File: src/rtl/instr_fetch.sv
// ----------------------------------------------------------------------------
// instr_fetch
//
// Fetch stage of the multi-cycle processor. Holds the program counter, drives
// the byte address into the instruction ROM, captures the returned word into
// the instruction register and offers it downstream over valid/ready.
//
// Parameters
//   RESET_PC     byte address loaded into the PC on reset (bits [1:0] dropped)
//   WAIT_CYCLES  extra cycles between driving addr and sampling Inst (0..7)
//
// Ports
//   clock        rising-edge clock
//   reset        synchronous, active-high reset
//   addr         byte address to the ROM, a direct wire from the PC register
//   Inst         ROM word for the current addr
//   ir           captured instruction register
//   ir_pc        byte address the word in ir was fetched from
//   ir_valid     ir/ir_pc hold an unconsumed instruction
//   ir_ready     downstream accepts ir this cycle
//   redirect     load a new PC (branch/jump), overrides sequential fetch
//   redirect_pc  branch/jump target byte address
//   misaligned   sticky: some redirect target had non-zero bits [1:0]
// ----------------------------------------------------------------------------
module instr_fetch #(
    parameter logic [16:0] RESET_PC    = 17'h00000,
    parameter int unsigned WAIT_CYCLES = 0
) (
    input  logic        clock,
    input  logic        reset,
    output logic [16:0] addr,
    input  logic [31:0] Inst,
    output logic [31:0] ir,
    output logic [16:0] ir_pc,
    output logic        ir_valid,
    input  logic        ir_ready,
    input  logic        redirect,
    input  logic [16:0] redirect_pc,
    output logic        misaligned
);

    typedef enum logic [1:0] {
        ST_FETCH = 2'd0,
        ST_WAIT  = 2'd1,
        ST_HOLD  = 2'd2
    } state_t;

    // Word-aligned reset address; the PC never holds a non-zero byte offset.
    localparam logic [16:0] RESET_PC_ALIGNED = {RESET_PC[16:2], 2'b00};
    localparam logic [2:0]  WAIT_INIT        = 3'(WAIT_CYCLES);
    localparam bit          NO_WAIT          = (WAIT_CYCLES == 32'd0);

    state_t      state_r;
    logic [16:0] pc_r;
    logic [2:0]  cnt_r;

    logic [16:0] pc_inc_s;
    logic [2:0]  cnt_dec_s;
    logic [16:0] redirect_aligned_s;
    logic        redirect_misaligned_s;

    // The ROM address comes straight from the PC register, no input feeds it.
    assign addr = pc_r;

    // Next-address arithmetic and redirect target decoding.
    always_comb begin
        pc_inc_s              = pc_r + 17'd4;     // wraps modulo 2^17 silently
        cnt_dec_s             = cnt_r - 3'd1;
        redirect_aligned_s    = {redirect_pc[16:2], 2'b00};
        redirect_misaligned_s = (redirect_pc[1:0] != 2'b00);
    end

    // Fetch controller: PC, wait counter, instruction register and flags.
    always_ff @(posedge clock) begin
        if (reset) begin
            state_r    <= ST_FETCH;
            pc_r       <= RESET_PC_ALIGNED;
            cnt_r      <= 3'd0;
            ir         <= 32'd0;
            ir_pc      <= 17'd0;
            ir_valid   <= 1'b0;
            misaligned <= 1'b0;
        end else if (redirect) begin
            // Any in-flight fetch is discarded. In HOLD with ir_ready high the
            // downstream still sees this edge as a transfer, so the held word
            // counts as consumed before the redirect takes effect.
            state_r  <= ST_FETCH;
            pc_r     <= redirect_aligned_s;
            cnt_r    <= 3'd0;
            ir_valid <= 1'b0;
            if (redirect_misaligned_s) begin
                misaligned <= 1'b1;
            end
        end else begin
            case (state_r)
                ST_FETCH: begin
                    if (NO_WAIT) begin
                        ir       <= Inst;
                        ir_pc    <= pc_r;
                        pc_r     <= pc_inc_s;
                        ir_valid <= 1'b1;
                        state_r  <= ST_HOLD;
                    end else begin
                        cnt_r   <= WAIT_INIT;
                        state_r <= ST_WAIT;
                    end
                end
                ST_WAIT: begin
                    // addr is held; sample Inst on the edge where count is 1.
                    if (cnt_r == 3'd1) begin
                        ir       <= Inst;
                        ir_pc    <= pc_r;
                        pc_r     <= pc_inc_s;
                        ir_valid <= 1'b1;
                        cnt_r    <= 3'd0;
                        state_r  <= ST_HOLD;
                    end else begin
                        cnt_r <= cnt_dec_s;
                    end
                end
                ST_HOLD: begin
                    // One bubble through FETCH after every transfer.
                    if (ir_ready) begin
                        ir_valid <= 1'b0;
                        state_r  <= ST_FETCH;
                    end
                end
                default: begin
                    state_r  <= ST_FETCH;
                    cnt_r    <= 3'd0;
                    ir_valid <= 1'b0;
                end
            endcase
        end
    end

endmodule

File: config.mk
export PLATFORM = sky130hd
export DESIGN_NAME = instr_fetch
export DESIGN_NICKNAME = d
export VERILOG_FILES = /design/src/rtl/instr_fetch.sv
export SDC_FILE = /design/constraint.sdc
export NUM_CORES = 1
export LEC_CHECK = 0
export CAP_MARGIN = 5
export CORE_MARGIN = 2
export CORE_UTILIZATION = 40
export DETAILED_ROUTE_END_ITERATION = 6
export PLACE_DENSITY = 0.77
export SLEW_MARGIN = 20
export SYNTH_ARGS = -nofsm -noshare
export SYNTH_HDL_FRONTEND = slang
export SYNTH_SLANG_ARGS = --single-unit
File: constraint.sdc
create_clock -name clock -period 1.8 [get_ports clock]
set_input_delay 0.36 -clock clock [delete_from_list [all_inputs] [get_ports clock]]
set_output_delay 0.36 -clock clock [all_outputs]
set_load 0.1 [all_outputs]
Yosys cells after proc, flatten, opt, wreduce, memory -nomap -nowiden
Index checks and enable logic that the tools add are counted.
{ "classes": {"addsub": 2, "eq_ne": 6, "mux": 15, "bitwise": 1, "n_reduce_logical": 11} }
{ "op_table": {"columns": ["operator", "n"], "rows": [
  ["$pmux 17 s2", 2],
  ["$pmux 32 s2", 1],
  ["$mux 17", 3],
  ["$mux 32", 1],
  ["$add 17x3->17 const B", 1],
  ["$reduce_and 2->1", 4],
  ["$pmux 2 s3", 1],
  ["$pmux 3 s2", 1],
  ["$mux 2", 2],
  ["$ne 2x2->1 const B", 2],
  ["$reduce_bool 2->1", 2],
  ["$reduce_or 2->1", 2],
  ["$eq 3x1->1 const B", 1],
  ["$mux 3", 1],
  ["$ne 3x3->1 const B", 1],
  ["$pmux 1 s3", 1],
  ["$reduce_and 3->1", 1],
  ["$reduce_bool 3->1", 1],
  ["$sub 3x1->3 const B", 1],
  ["$eq 2x1->1 const B", 1],
  ["$eq 2x2->1 const B", 1],
  ["$logic_not 2->1", 1],
  ["$mux 1", 2],
  ["$not 1->1", 1]
]} }
{ "totals": {"reg_bits": 73} }

Longest topological paths before layout
{ "depth": {"ltp_word": 4, "depth_mapped": 6} }

Least setup slack after synthesis
OpenSTA, ideal clock, no wires.
{ "synth_timing": {"path_type": "register -> register", "start": "register pc_r[2], in the netlist addr[2]", "end": "register pc_r[16], in the netlist addr[16]", "setup_time_ns": 0.086, "arrival_time_ns": 2.147, "slack_ns": -0.432, "path_stages_with_launch": 6, "period_less_slack_ns": 2.232, "path_cell_list": "dfxtp_1 ha_1 nand3b_1 nor4_2 xnor2_1 a211oi_1"} }
{ "synth_via": {"elab_chain_len": 4} }
{ "synth_lines": {"columns": ["element", "line", "source"], "rows": [
  ["from (decl)", "54", "logic [16:0] pc_r;"],
  ["from (signal assigned)", "88", "pc_r <= redirect_aligned_s;"],
  ["from (signal assigned)", "100", "pc_r <= pc_inc_s;"],
  ["from (signal assigned)", "113", "pc_r <= pc_inc_s;"],
  ["$add 17x3->17 (*)", "67", "pc_inc_s = pc_r + 17'd4;"],
  ["$mux 17", "110", "if (cnt_r == 3'd1) begin"],
  ["$pmux 17 s2 (*)", "95", "case (state_r)"],
  ["$mux 17 (*)", "83", "end else if (redirect) begin"]
]} }
Every way passes the cells marked *; elsewhere a longest branch is shown, timed or not. The select of a mux whose other input is x is not followed.
A chain may end at the register's enable or synchronous reset.

Worst setup path after layout
Same ends and word-level chain as after synthesis.

==> metrics.md <==
| Metric | Value |
|---|---|
| Status | finished clean |
| Final Slew Violations | 0 |
| DR iter-0 viols | 156 |
| Postcts setup bufs | 0 |
| Worst Min Path Start | reset |
| Critical Path Source Type | flop |
| Yosys cell types | 30 |
| Hold/Removal Path Class | in -> reg |
| Final #Nets | 480 |
| Via Count | 2500 |
| #FFs+latches synth | 64 |
| Setup TNS | 0 ps |
| CP required | 2040 ps |
| FF-to-FF Start | addr[2] |
| FFs w/ async S/R, synth | 0 |
| Seq/Total Area, Yosys | 0.507 |
| Final hold violation count | 0 |
| Cell taking the most area after synthesis | dfxtp_1 |
| WS Path Type | reg -> reg |
| Synth cell count leaders | nand2_1, dfxtp_1, a21oi_1, nor2_1, clkbuf_1 |
| Post-Syn Instances | 311 |
| Cts bufs inserted | 9 |
| CTS max path bufs | 2 |
| Die Wd | 83.5 µm |
| CP max-delay cell | dfxtp_4 |
| Port Buffers | 116 |
| WL final | 7100 µm |
| Crit. End Element | flop |
| Largest net degree at the start of global routing | 42 |
| # clock sinks | 64 |
| Peak Freq | 0.625 GHz |
| Fraction of layout cells with a size suffix above 1 | 0.256 |
| Final setup viols | 0 |
| Clock Pin Slew Worst Setup and Hold Paths | 70 ps |
| VDD IR-drop max | 0.000607 V |
| Via density | 4.95 |
| Mapped Area | 2530 µm² |
| HPWL after detailed placement | 5160 µm |
| Synth top area cells | dfxtp_1, nand2_1, a21oi_1 |
| Initial Utilization | 0.419 |
| Area of the core | 6030 µm² |
| Period utilization | 0.889 |
| Final RePlAce weighted congestion | 0.776 |
| Top Ports | 121 |
| Post-synth EDFFs | 0 |
| First-pass GRT wire length | 11500 µm |
| Grt total ovfl | 0 |
| Worst-path maximum fanout | 6 |
| Synth Flop Type | dfxtp_1 |
| Worst setup startpoint | addr[2] |
| CTS Root Cell | clkbuf_8 |
| Via count of the first global-routing pass | 2412 |
| Max-Cap Viols | 0 |
| Final period demand of the worst path | 1600 ps |
| Drt drc | 0 |
| Area Growth Syn to Fin | 85.9% |
| Post-cts hold buffer count | 0 |
| Worst-path cell chain | ha_1 > nand3b_1 > nor4_2 > xnor2_1 > a211oi_1 |
| Average size of a mapped cell | 8.13 µm² |
| Share of the synthesized area in the top cell type | 0.507 |
| Total track usage | 0.208 |
| CP arrival | 1840 ps |
| RSZ-0062 raised after global routing | false |
| H-tree levels | 3 |
| Leak | 1.80 nW |
| Synth warn | 0 |
| Num rows | 28 |
| WL/cell | 14.1 µm |
| Placed Area | 4480 µm² |
| PostCTS Resize Cnt | 0 |
| Initial antenna violation count | 0 |
| Top-count cell post-synth | nand2_1 |
| Design Area, Final | 4700 µm² |
| Delay of the slowest cell on the worst path | 400 ps |
| Final Core Density | 0.780 |
| P per Cell Area | 915 nW/µm² |
| Antenna Nets Post-Route | 0 |
| Die H | 83.5 µm |
| TritonRoute pass-1 iters | 4 |
| Clock skew | 7.27 ps |
| Clk_lat worst skew | 330 ps |
| Number of diodes | 0 |
| CTS tree | yes |
| DIE AREA | 6970 µm² |
-- per-stage QoR --
stage / hold slack (ps) / cells / worst slack (ps) / power (W)
after global placement: 475 / 490 / 194 / 0.00296
after detailed placement: 482 / 490 / 132 / 0.00297
final: 419 / 505 / 200 / 0.00430
after floorplan: 455 / 314 / 19.2 / 0.00241
after CTS: 400 / 505 / 198 / 0.00433
after global routing: 422 / 505 / 52.6 / 0.00446
-- worst paths after layout --
check | end | slack [ps] | depth (start not counted)
worst max-delay path | addr[16] | 200 | 5
worst max register to register | addr[16] | 200 | 5
worst min register to register | ir[9] | 490 | 2
worst min-delay path | ir[1] | 420 | 2
-- placed cells by master (no fill, tap or decap) --
cell / netlist / final
xnor2_1: 11 / 11
nor2_4: 0 / 1
clkbuf_8: 0 / 11
o21bai_1: 1 / 1
ha_1: 1 / 1
mux2i_1: 1 / 1
clkdlybuf4s50_1: 0 / 51
clkinv_2: 0 / 1
nor2_1: 15 / 14
nor3_1: 3 / 3
or3_1: 2 / 2
a311oi_1: 2 / 2
bufinv_16: 0 / 2
conb_1: 1 / 4
dfxtp_2: 0 / 11
nand4_4: 1 / 1
a211oi_1: 10 / 10
clkinv_1: 1 / 1
dfxtp_1: 64 / 51
xor2_1: 1 / 1
nor4_2: 4 / 4
nand3b_1: 1 / 1
nand2_1: 101 / 101
o21ai_0: 3 / 3
dfxtp_4: 0 / 2
buf_12: 0 / 69
nand4b_1: 1 / 1
buf_2: 6 / 1
nand4b_4: 1 / 1
or2_2: 1 / 1
nand4_1: 1 / 1
nor2b_1: 1 / 1
buf_4: 4 / 5
inv_1: 3 / 3
nand3_1: 3 / 3
a21oi_1: 52 / 52
clkbuf_1: 12 / 1
-- where the power goes --
part	switching (W)	leakage, nW	internal, W
registers	0.000121	0.531	0.00150
clock network	0.000510	0.112	0.000846
logic	0.000819	1.15	0.000500
-- final cells by class --
class,instances,area (µm²)
tap,75,93.8
clock inverter,3,65.1
multi-input combinational,221,1130
sequential,64,1300
inverter,4,15.0
fill,392,1330
timing repair buffer,126,1930
clock buffer,12,155
-- worst max-delay path, delay by kind of cell (launching register included) --
kind,cells,cell delay (ps)
fa+ha+maj,1,210
compound gates,1,240
flops,1,400
xor+xnor,1,100
simple gates,2,560
-- cell families after synthesis --
family,Yosys count,share of synthesized area
AO/OA/AOI/OAI,68,0.149
flip-flops,64,0.507
XOR/XNOR,12,0.0416
AND/OR/NAND/NOR,135,0.241
other,1,0.00148
buffers and inverters,29,0.0520
multiplexers,1,0.00396
adder cells (fa/ha/maj),1,0.00495
-- metal layers --
layer  vias up  GRT usage  share of wire
li1       1251          -              -
met1      1155      0.229           0.39
met2        86      0.370           0.54
met3         8     0.0682          0.063
met4         0     0.0806          0.011
met5         -          0              0
-- flip-flops by register name, summed over array words and instances, names as in the netlist --
register	count
addr	15
ir	32
ir_pc	15
ir_valid	1
misaligned	1
No activity file was read; power rests on OpenSTA's default activity.
